[config.mk]
export PLATFORM = sky130hd
export DESIGN_NAME = player_input
export DESIGN_NICKNAME = d
export VERILOG_FILES = /design/src/rtl/player_input.sv
export SDC_FILE = /design/constraint.sdc
export NUM_CORES = 1
export LEC_CHECK = 0
export CAP_MARGIN = 30
export CORE_MARGIN = 5
export CORE_UTILIZATION = 54
export DETAILED_ROUTE_END_ITERATION = 7
export PLACE_DENSITY = 0.76
export SETUP_SLACK_MARGIN = 0.05
export SYNTH_ARGS = -nofsm -noshare
export SYNTH_HDL_FRONTEND = slang
export SYNTH_SLANG_ARGS = --single-unit
[constraint.sdc]
create_clock -name clock -period 1.9 [get_ports clock]
set_input_delay 0.285 -clock clock [delete_from_list [all_inputs] [get_ports clock]]
set_output_delay 0.285 -clock clock [all_outputs]
set_load 0.01 [all_outputs]
[src/rtl/player_input.sv]
// Player input front end for the Tron display path: button sync/debounce, turn
// legality filtering, run/halt FSM and per-frame {restart, move, dir} words.
module player_input #(
  parameter int DEBOUNCE_CYCLES = 50000,
  parameter int CNT_W           = 16
) (
  input  logic       clock,
  input  logic       reset,
  input  logic [9:0] row,
  input  logic [9:0] col,
  input  logic [3:0] p1_btn,
  input  logic [3:0] p2_btn,
  input  logic       start,
  input  logic       game_over,
  output logic [3:0] p1_info,
  output logic [3:0] p2_info,
  output logic       frame_tick,
  output logic [1:0] state
);

  typedef enum logic [1:0] {IDLE = 2'b00, RUN = 2'b01, HALT = 2'b10} state_t;

  state_t           st, st_nxt;
  logic [7:0]       sync_p0, sync_p1, db_p2, db_q;
  logic [CNT_W-1:0] cnt [8];
  logic [1:0]       dir [2];
  logic [1:0]       pend_dir [2];
  logic [1:0]       pend_vld;
  logic             restart;
  logic             fb, move, reload;
  logic [2:0]       pk [2];
  logic [1:0]       req_ok;

  // {valid, dir}: up > right > down > left when several edges coincide
  function automatic logic [2:0] pick_req(input logic [3:0] r);
    if (r[0])      return 3'b100;
    else if (r[1]) return 3'b101;
    else if (r[2]) return 3'b110;
    else if (r[3]) return 3'b111;
    else           return 3'b000;
  endfunction

  // Only a quarter turn is legal: same (xor 00) and reverse (xor 10) are dropped
  function automatic logic is_legal(input logic [1:0] req, input logic [1:0] cur);
    logic [1:0] x;
    x = req ^ cur;
    return x[0];
  endfunction

  assign fb     = (row == 10'd599) && (col == 10'd799);
  assign move   = (st == RUN);
  assign reload = start && (st == IDLE || st == HALT);

  assign pk[0]     = pick_req(db_p2[3:0] & ~db_q[3:0]);
  assign pk[1]     = pick_req(db_p2[7:4] & ~db_q[7:4]);
  assign req_ok[0] = pk[0][2] && is_legal(pk[0][1:0], dir[0]);
  assign req_ok[1] = pk[1][2] && is_legal(pk[1][1:0], dir[1]);

  // Stage p0/p1: two-flop synchronizer; stage p2: debounced level
  always_ff @(posedge clock or negedge reset) begin
    if (!reset) begin
      sync_p0 <= '0;
      sync_p1 <= '0;
      db_p2   <= '0;
      db_q    <= '0;
      for (int i = 0; i < 8; i++) cnt[i] <= '0;
    end else begin
      sync_p0 <= {p2_btn, p1_btn};
      sync_p1 <= sync_p0;
      db_q    <= db_p2;
      for (int i = 0; i < 8; i++) begin
        if (sync_p1[i] != db_p2[i]) begin
          if (cnt[i] == CNT_W'(DEBOUNCE_CYCLES - 1)) begin
            db_p2[i] <= sync_p1[i];
            cnt[i]   <= '0;
          end else begin
            cnt[i] <= cnt[i] + 1'b1;
          end
        end else begin
          cnt[i] <= '0;
        end
      end
    end
  end

  always_ff @(posedge clock or negedge reset) begin
    if (!reset) begin
      st          <= IDLE;
      dir[0]      <= 2'b00;
      dir[1]      <= 2'b10;
      pend_dir[0] <= 2'b00;
      pend_dir[1] <= 2'b00;
      pend_vld    <= 2'b00;
      restart     <= 1'b0;
      frame_tick  <= 1'b0;
    end else begin
      st         <= st_nxt;
      frame_tick <= fb;
      if (fb) restart <= 1'b0;
      if (reload) begin
        dir[0]   <= 2'b00;
        dir[1]   <= 2'b10;
        pend_vld <= 2'b00;
        restart  <= 1'b1;
      end else if (st == RUN && !game_over) begin
        // A request landing on fb is queued after the old one is applied
        for (int p = 0; p < 2; p++) begin
          if (fb && !restart && pend_vld[p]) dir[p] <= pend_dir[p];
          if (req_ok[p]) begin
            pend_vld[p] <= 1'b1;
            pend_dir[p] <= pk[p][1:0];
          end else if (fb && !restart) begin
            pend_vld[p] <= 1'b0;
          end
        end
      end else begin
        pend_vld <= 2'b00;
      end
    end
  end

  always_comb begin
    st_nxt = st;
    case (st)
      IDLE:    if (start)     st_nxt = RUN;
      RUN:     if (game_over) st_nxt = HALT;
      HALT:    if (start)     st_nxt = RUN;
      default: st_nxt = IDLE;
    endcase
  end

  assign p1_info = {restart, move, dir[0]};
  assign p2_info = {restart, move, dir[1]};
  assign state   = st;

endmodule
Yosys cells after proc, flatten, opt, wreduce, memory -nomap -nowiden:

Cells that the tools add are included.

* bitwise gates (word level): 7
* add/sub/neg operators: 8
* reductions and logical operators: 30
* eq/ne operators: 24
* muxes and demuxes: 38

Operators with widths (count)
* 16-bit two-way mux: 16
* 16-bit by 1-bit adder with 16-bit output (second input constant): 8
* 16-bit equality test (second input constant): 8
* 3-bit two-way mux: 8
* 2-bit AND reduction: 11
* 10-bit equality test (second input constant): 2
* 2-bit two-way mux: 6
* 4-bit bitwise AND: 2
* 1-bit logical AND: 8
* 4-bit two-way mux: 2
* 1-bit inequality test: 8
* 4-bit by 3-bit inequality test with 1-bit output (second input constant): 2
* 4-bit inverter: 2
* 2-bit nonzero test: 4
* 3-bit AND reduction: 2
* 1-bit two-way mux: 5
* 2-bit case mux with 2 select lines: 1
* 2-bit by 1-bit equality test with 1-bit output (second input constant): 1
* 2-bit equality test (second input constant): 1
* 1-bit logical NOT: 2
* 2-bit logical NOT: 1
* 2-bit by 1-bit inequality test with 1-bit output (second input constant): 1
* 2-bit inequality test (second input constant): 1
* 2-bit OR reduction: 1
* 3 further kinds: 4

* word-level logic and storage cells: 135
* output and inout port bits: 11
* bits of input ports: 32
* flip-flop bits (word level): 174

Longest topological paths before layout:

Gate-level depths: netlist (run 1).

* depth after elaboration: 11
* depth in mapped cells: 6
* mapped depth without buffers: 5

Worst setup path after synthesis (run 1):

OpenSTA, ideal clock, no wires.

* path kind: reg-to-reg
* start point: register cnt[0] (netlist name)
* end point: register db_p2[7]
* period minus slack after synthesis: 1726 ps
* arrival time: 1601 ps
* path slack: 174 ps
* setup time: 125 ps
* buffers on the path: 0
* required time: 1775 ps
* stages on the path, launching flop included: 5
* cell sequence: dfrtp_1 ha_1 nand3_1 or4_4 mux2_2

* word-level cells in the longest chain between the ends: 2

Ends and longest elaborated chain
* from (decl): line 25 `logic [CNT_W-1:0] cnt [8];`
* from (signal, indexed assignment): line 77 `cnt[i] <= cnt[i] + 1'b1;`
* 16-bit equality test: line 73 `if (cnt[i] == CNT_W'(DEBOUNCE_CYCLES - 1)) begin`
* 2-bit AND reduction (no line)
* to (signal, indexed assignment): line 74 `db_p2[i] <= sync_p1[i];`
* to (decl): line 24 `logic [7:0] sync_p0, sync_p1, db_p2, db_q;`

Every way passes these cells.
A chain may end at the register's enable or synchronous reset.

Worst setup path after layout (run 1):

* start point: register dir (netlist bit p2_info[1])
* end point: output port p2_info[1]

RTL lines
* from (decl): line 26 `logic [1:0] dir [2];`
* from (signal, indexed assignment): line 108 `if (fb && !restart && pend_vld[p]) dir[p] <= pend_dir[p];`
* to (decl): line 16 `output logic [3:0] p2_info,`

No word-level cell between the ends.

==> PnR_summary.wiki, run 1 <==
{| class="wikitable"
! Metric !! Value
|-
| Result of the run || completed
|-
| Core Region || 0.0151 sq mm
|-
| Clock-pin slew on the worst setup and hold paths || around 0.060 ns
|-
| Total clock buffers created by CTS || 17
|-
| Share of Yosys cell area claimed by the top area cell type || 52.6%
|-
| Die width || about 130 um
|-
| Total wire length after detailed routing || 15.7 mm
|-
| Maximum net fanout on the critical path || 2
|-
| Area Overhead vs Synth || 17.2%
|-
| Max Cap Violations || 0
|-
| Slowest stage cell, crit path || clkdlybuf4s50_1
|-
| Crit Path Class || flop to output port
|-
| Largest net degree at the start of global routing || 57
|-
| Count of fill cells added during filler insertion || around 1200
|-
| Slew at the pin closest to its max-slew limit || between 0.4 and 0.5 ns
|-
| DRT Pass-1 Iters || 5
|-
| Net switching fraction of the power || 23.1%
|-
| Number of cells produced by synthesis || roughly 800
|-
| Largest vdd supply drop || 667 uV
|-
| Power per cell area || approximately 780 mW/mm^2
|-
| Final routed wire length divided by cell count || ~15 um
|-
| Crit-path max cell delay || about 0.56 ns
|-
| Number of enable flip-flop cells after synthesis || 0
|-
| Post-detailed-route via-to-cell ratio || 5.53
|-
| H-tree depth reported by CTS || 4
|-
| Portion of the post-synthesis area used by sequential elements || 52.9%
|-
| Ranking of synthesized cells by instance count || dfrtp_1, nor2_1, xnor2_1, nand3_1, nand4_1
|-
| Number of DRC violations after detailed-routing iteration 0 || 236
|-
| First-pass GRT wire length || between 20 and 30 mm
|-
| Buffers plus inverters on the worst setup path || 1
|-
| Setup TNS || 0 ns
|-
| Critical R2R Capture || db_p2[7]$_DFFE_PN0P_
|-
| Path depth of the worst reg2reg path || 3
|-
| CTS tree || built
|-
| Leakage || roughly 4 nW
|-
| Quantity of I/O buffers inserted on ports || 42
|-
| Ratio of final minimum period to clock period || between 90% and 100%
|-
| Number of warnings reported in the yosys synthesis log || 0
|-
| CTS Sinks || 174
|-
| Cell type group with the largest total delay on the critical path || buffers and inverters
|-
| Path category of the worst min-delay check || input pin to flop
|-
| Endpoints failing hold || 0
|-
| Setup Skew || just over 0.01 ns
|-
| Relative contribution of sequential cells to total power || 51.0%
|-
| I/O pin total || 43
|-
| Post-synth top flop || dfrtp_1
|-
| Max Fclk || between 500 and 600 MHz
|-
| Data arrival at the endpoint of the critical path || 1.51 ns
|-
| Number of buffers on the longest clock path || 2
|-
| Vias in the first global route || approximately 5900
|-
| Final instance area || ~0.0096 sq mm
|-
| CTS root buffer || clkbuf_16
|-
| Instance area after placement || roughly 0.0090 sq mm
|-
| Number of standard-cell rows in the floorplan || between 40 and 50
|-
| Number of buffers inserted to repair setup after CTS || 0
|-
| Most frequently used cell type in the post-synthesis netlist || dfrtp_1
|-
| Hold slack || approximately 0.29 ns
|-
| Switching power summed over all nets || around 1.7 mW
|-
| Final Critical Period || approximately 1.8 ns
|-
| Post-layout instance count excluding filler cells || 1074
|-
| Share of total power in the clock network || a little over two fifths
|-
| Biggest area contributors in the synthesized netlist || dfrtp_1, xnor2_1, nor2_1
|-
| Number of setup violations in the final report || 0
|-
| Clk Latency, worst-skew pair || roughly 0.43 ns
|-
| Final ANT Viol Nets || 0
|-
| Fraction of final layout cells with drive strength greater than 1 || between 10% and 20%
|-
| Mapped cell area || approximately 0.0082 sq mm
|-
| Final HPWL from detailed placement || roughly 11 mm
|-
| Count of final max-slew check failures || 0
|-
| #FFs+latches synth || about 170
|-
| GRT Residual Overflow || 0
|-
| Critical path data required time || 1.62 ns
|-
| Setup slack on the worst flop-to-flop path || approximately 0.12 ns
|-
| Slack of the critical path || ~0.10 ns
|-
| Antenna violations before repair || 0
|-
| Worst setup timing slack at the placement stage || -0.107 ns
|-
| Crit. Startpoint || p2_info[1]$_DFFE_PN1P_
|-
| Die height || approximately 130 um
|-
| Placed cell count || between 1000 and 1500
|-
| Worst rel slew slack || 66.6%
|-
| GRT Overall Usage || a little under a fifth
|-
| Endpoint type of the worst setup path || output port
|-
| Routed vias || between 5000 and 6000
|-
| NumNets Final || about 910
|-
| Reg-to-Reg Start || cnt[11]$_DFF_PN0_
|-
| Number of nets in the synthesized netlist || 838
|-
| Internal power || roughly 5.8 mW
|-
| DRC violation count after routing || 0
|-
| Die Outline Area || between 0.015 and 0.02 sq mm
|-
| Fraction of power consumed by combinational cells || 5.4%
|-
| Cell type contributing the most total cell area after synthesis || dfrtp_1
|-
| Number of stages on the worst setup path || 1
|-
| Share of async-settable or async-resettable flops after synthesis || 100%
|-
| Startpoint types || flop
|-
| Crit-path cells || clkdlybuf4s50_1
|-
| Unrepaired setup endpoints after global routing || yes
|-
| Number of different library cells in the post-synthesis netlist || 49
|-
| Count of antenna diodes in the layout || 0
|-
| Endpoint of the worst setup timing path || p2_info[1]
|-
| Syn avg cell area || between 10 and 15 sq um
|-
| Effective utilization at floorplan || 54.5%
|-
| Gp weighted congestion || roughly 0.85
|}
==> worst min-delay path by stage <==
stage                                 endpoint  startpoint  cells past startpoint  slack (ns)
after floorplan               cnt[0]$_DFF_PN0_       reset                      0       -0.01
after global placement       cnt[41]$_DFF_PN0_       reset                      1        0.22
after detailed placement     cnt[41]$_DFF_PN0_       reset                      1        0.23
after CTS                 sync_p0[4]$_DFF_PN0_   p2_btn[0]                      1        0.28
after global routing      sync_p0[3]$_DFF_PN0_   p1_btn[3]                      1        0.27
final                     sync_p0[5]$_DFF_PN0_   p2_btn[1]                      1        0.29
==> cell families (layout without fill, tap and decap cells) <==
family,Yosys count,in the layout,synth area share [%]
adder cells (fa/ha/maj),8,8,1.22
buffers and inverters,40,128,2.13
multiplexers,10,10,1.35
AO/OA/AOI/OAI,43,43,4.24
flip-flops,174,174,52.9
XOR/XNOR,113,113,12.0
AND/OR/NAND/NOR,410,410,26.1
==> flip-flops by register name (all words and copies together) (netlist names) <==
name	flops
p1_info	2
state	2
restart	1
sync_p0	8
pend_dir	4
pend_vld	2
frame_tick	1
db_q	8
p2_info	2
sync_p1	8
db_p2	8
cnt	128
==> power groups by stage <==
| stage | clock [mW] | sequential (mW) | combinational (mW) |
|---|---|---|---|
| after CTS | 3.36 | 3.84 | 0.415 |
| final | 3.29 | 3.84 | 0.404 |
| after global placement | 0 | 3.90 | 0.406 |
| after floorplan | 0 | 3.89 | 0.168 |
| after detailed placement | 0 | 3.91 | 0.413 |
| after global routing | 3.53 | 3.85 | 0.461 |
==> layer usage <==
layer	global-route usage, %	share of wire (%)	vias to the layer above
li1	-	-	2957
met5	0	0	-
met1	25.0	47	2888
met2	29.6	48	78
met4	7.26	2.0	0
met3	4.80	2.9	17
==> stage by stage <==
step	utilization, %	total power, mW
after floorplan	-	4.06
after global placement	60.0	4.31
after detailed placement	60.0	4.32
after CTS	63.8	7.62
after global routing	63.9	7.84
final	63.9	7.54
==> area by class of cell <==
class	count	area, sq um	share of cell area [%]
Inverter	25	93.8	0.974
Timing Repair Buffer	71	681	7.06
Clock buffer	19	443	4.60
Multi-Input combinational cell	584	3710	38.5
Tap cell	188	235	2.44
Sequential cell	174	4360	45.3
Clock inverter	13	114	1.18
==> layout by cell type, fill, tap and decap left out, drive strengths merged, types with 17 or more instances in the layout <==
cell type | netlist | layout
buf | 8 | 29
xnor2 | 87 | 87
nor2 | 143 | 143
nor3 | 24 | 24
inv | 25 | 28
nand4 | 41 | 41
nand2 | 39 | 39
nand3 | 44 | 44
dfrtp | 173 | 173
and3 | 17 | 17
xor2 | 26 | 26
clkbuf | 7 | 19
nor4 | 33 | 33
clkdlybuf4s50 | 0 | 39
==> timing repair <==
action,in CTS,in global routing
hold buffers,1,0
hold endpoints to repair,36,0
resized for setup,7,4
setup endpoints to repair,3,19
Power figures use the tool's default switching activity.
==> run 2, diff against run 1 <==
--- a/config.mk
+++ b/config.mk
@@ -6,8 +6,8 @@
 export NUM_CORES = 1
 export LEC_CHECK = 0
 export CAP_MARGIN = 30
-export CORE_MARGIN = 5
 export CORE_UTILIZATION = 54
+export CTS_CLUSTER_DIAMETER = 60
 export DETAILED_ROUTE_END_ITERATION = 7
 export PLACE_DENSITY = 0.76
 export SETUP_SLACK_MARGIN = 0.05
==> run 2 against run 1 <==
  * Maximum frequency shrank 0.11%
  * Die area shrank 12%
  * The run now ends with DRC left
  * Cell area hardly changed
  * Sequential share of layout area hardly changed
  * Via count increased by 2.9%
  * Flip-flop and latch count is the same
  * Critical endpoint is now state[0]
==> PnR_summary.wiki, run 2 (synthesis gave the netlist of run 1 again) <==
{| class="wikitable"
! Metric !! Value
|-
| Die width || 125 um (-6.0%)
|-
| Total clock buffers created by CTS || 17 (unchanged)
|-
| Power per cell area || 772 mW/mm^2 (-1.4%)
|-
| Crit. Startpoint || state[0]$_DFFE_PN0P_
|-
| Area Overhead vs Synth || 17.2% (about the same)
|-
| Maximum net fanout on the critical path || 3 (+1)
|-
| Final HPWL from detailed placement || 11.2 mm (+2.1%)
|-
| Slew at the pin closest to its max-slew limit || 0.462 ns (-0.0371 ns)
|-
| Number of buffers on the longest clock path || 2 (unchanged)
|-
| Number of standard-cell rows in the floorplan || 44 (-2.2%)
|-
| Clk Latency, worst-skew pair || 0.42 ns (about the same)
|-
| Critical path data required time || 1.62 ns (about the same)
|-
| Worst setup timing slack at the placement stage || -0.141 ns (-0.0343 ns)
|-
| Placed cell count || 1036 (-0.48%)
|-
| Startpoint types || flop
|-
| I/O pin total || 43 (unchanged)
|-
| GRT Overall Usage || 22.4% (+3.7 points)
|-
| Highest-count cells in the layout ignoring fill and taps || dfrtp_1, nor2_1, xnor2_1
|-
| Leading cell type in the layout, fill and taps excluded || dfrtp_1
|-
| Endpoint type of the worst setup path || output port
|-
| Post-detailed-route via-to-cell ratio || 5.74 (+3.7%)
|-
| CTS root buffer || clkbuf_16
|-
| Slack of the critical path || 0.0994 ns (-0.00199 ns)
|-
| Max Cap Violations || 0 (unchanged)
|-
| Post-layout instance count excluding filler cells || 1066 (-0.74%)
|-
| Min-Delay Startpoint || p2_btn[1]
|-
| Count of antenna diodes in the layout || 0 (unchanged)
|-
| Setup slack on the worst flop-to-flop path || 0.12 ns (about the same)
|-
| Reg-to-Reg Start || state[0]$_DFFE_PN0P_
|-
| Number of DRC violations after detailed-routing iteration 0 || 433 (+83%)
|-
| Gp weighted congestion || 0.912 (+6.8%)
|-
| DRT Pass-1 Iters || 8 (+3)
|-
| Antenna violations before repair || 0 (unchanged)
|-
| Largest reg by FF count || cnt
|-
| Critical R2R Capture || p2_info[1]$_DFFE_PN1P_
|-
| Routed vias || 6115 (+2.9%)
|-
| Worst hold endpoint || sync_p0[5]$_DFF_PN0_
|-
| CTS Sinks || 174 (unchanged)
|-
| Final routed wire length divided by cell count || 15.2 um (+3.6%)
|-
| Vias in the first global route || 6164 (+4.1%)
|-
| Worst rel slew slack || 69.2% (+2.6 points)
|-
| Ratio of final minimum period to clock period || 94.8% (+0.10 points)
|-
| Final Critical Period || 1.80 ns (+0.00199 ns)
|-
| Fraction of final layout cells with drive strength greater than 1 || 10.4% (+0.16 points)
|-
| Clock-pin slew on the worst setup and hold paths || 0.06 ns (about the same)
|-
| Crit Path Class || flop to output port
|-
| Core Region || 0.0147 sq mm (-2.6%)
|-
| Path category of the worst min-delay check || input pin to flop
|-
| Fin util || 65.6% (+1.7 points)
|-
| Hold slack || 0.296 ns (+0.00915 ns)
|-
| Result of the run || complete, but fails checks
|-
| H-tree depth reported by CTS || 4 (unchanged)
|-
| Flip-flop count of the largest register, all copies and words added || 128 (unchanged)
|-
| CTS tree || built
|-
| Data arrival at the endpoint of the critical path || 1.52 ns (about the same)
|-
| Number of setup violations in the final report || 0 (unchanged)
|-
| Total wire length after detailed routing || 16.2 mm (+2.8%)
|-
| Endpoints failing hold || 0 (unchanged)
|-
| Quantity of I/O buffers inserted on ports || 42 (unchanged)
|-
| Die Outline Area || 0.0157 sq mm (-12%)
|-
| NumNets Final || 914 (+0.11%)
|-
| Effective utilization at floorplan || 56.0% (+1.4 points)
|-
| Violated checks || DRC
|-
| Leakage || 3.97 nW (about the same)
|-
| Overall power after layout || 7.44 mW (-1.3%)
|-
| Die height || 125 um (-6.0%)
|-
| Largest net degree at the start of global routing || 46 (-19%)
|-
| Path depth of the worst reg2reg path || 6 (+3)
|-
| DRC violation count after routing || 6 (+6)
|-
| Cell count of the worst hold path || 1 (unchanged)
|-
| Unrepaired setup endpoints after global routing || yes
|-
| Setup Skew || 0.00621 ns (-0.00389 ns)
|-
| Largest vdd supply drop || 680 uV (+1.9%)
|-
| First-pass GRT wire length || 28.5 mm (+4.3%)
|-
| Count of final max-slew check failures || 0 (unchanged)
|-
| GRT Residual Overflow || 0 (unchanged)
|-
| Max Fclk || 555 MHz (-0.11%)
|-
| Final ANT Viol Nets || 0 (unchanged)
|}
## run 2: cell count changes in the layout (fill, tap and decap cells not counted), sizes merged
cell and change:
inv -3, buf +1, clkbuf +1, clkinvlp -3
## run 2: routing by layer
layer  up-vias  GRT usage (%)  wire length, um
met5         -              0                0
met4         0           7.89              248
met3        26           4.79              736
met2       153           36.8             7710
met1      2986           29.4             7460
li1       2950              -                -
## run 2: critical path, cell delays in order (launching register included)
cell,delay (ns)
dfrtp_2,0.41
buf_4,0.15
clkdlybuf4s50_1,0.54
## run 2: how the worst max path moves through the flow
stage                                         end  depth (start not counted)
after floorplan              db_p2[7]$_DFFE_PN0P_                          4
after global placement    pend_dir[1]$_DFFE_PN0P_                          5
after detailed placement  pend_dir[1]$_DFFE_PN0P_                          5
after CTS                              p2_info[0]                          1
after global routing           cnt[126]$_DFF_PN0_                          6
final                                    state[0]                          2
## run 2: repair_timing
| item | CTS | global route |
|---|---|---|
| setup buffers | 2 | 0 |
| gates resized for setup | 6 | 8 |
| endpoints found under the hold margin | 40 | 0 |
| hold buffers | 1 | 0 |
| pin swaps | 0 | 0 |
| setup endpoints to repair | 3 | 43 |
## run 2: where the power goes
group	total, mW	switching, mW	internal [mW]
combinational	0.433	0.227	0.206
clock	3.17	1.34	1.83
sequential	3.84	0.0673	3.78
## run 2: final cells by class
class / instances / area [sq um]
clock buffer: 20 / 457
clock inverter: 7 / 68.8
fill: 1079 / 5060
inverter: 25 / 93.8
multi-input combinational: 584 / 3730
sequential: 174 / 4360
tap: 184 / 230
timing repair buffer: 72 / 697
## run 2: stage by stage
stage | area [sq um] | setup TNS [ns]
after CTS | 9610 | 0
final | 9640 | 0
after global placement | 9050 | -0.222
after detailed placement | 9050 | -0.428
after global routing | 9640 | 0
after floorplan | 8230 | 0
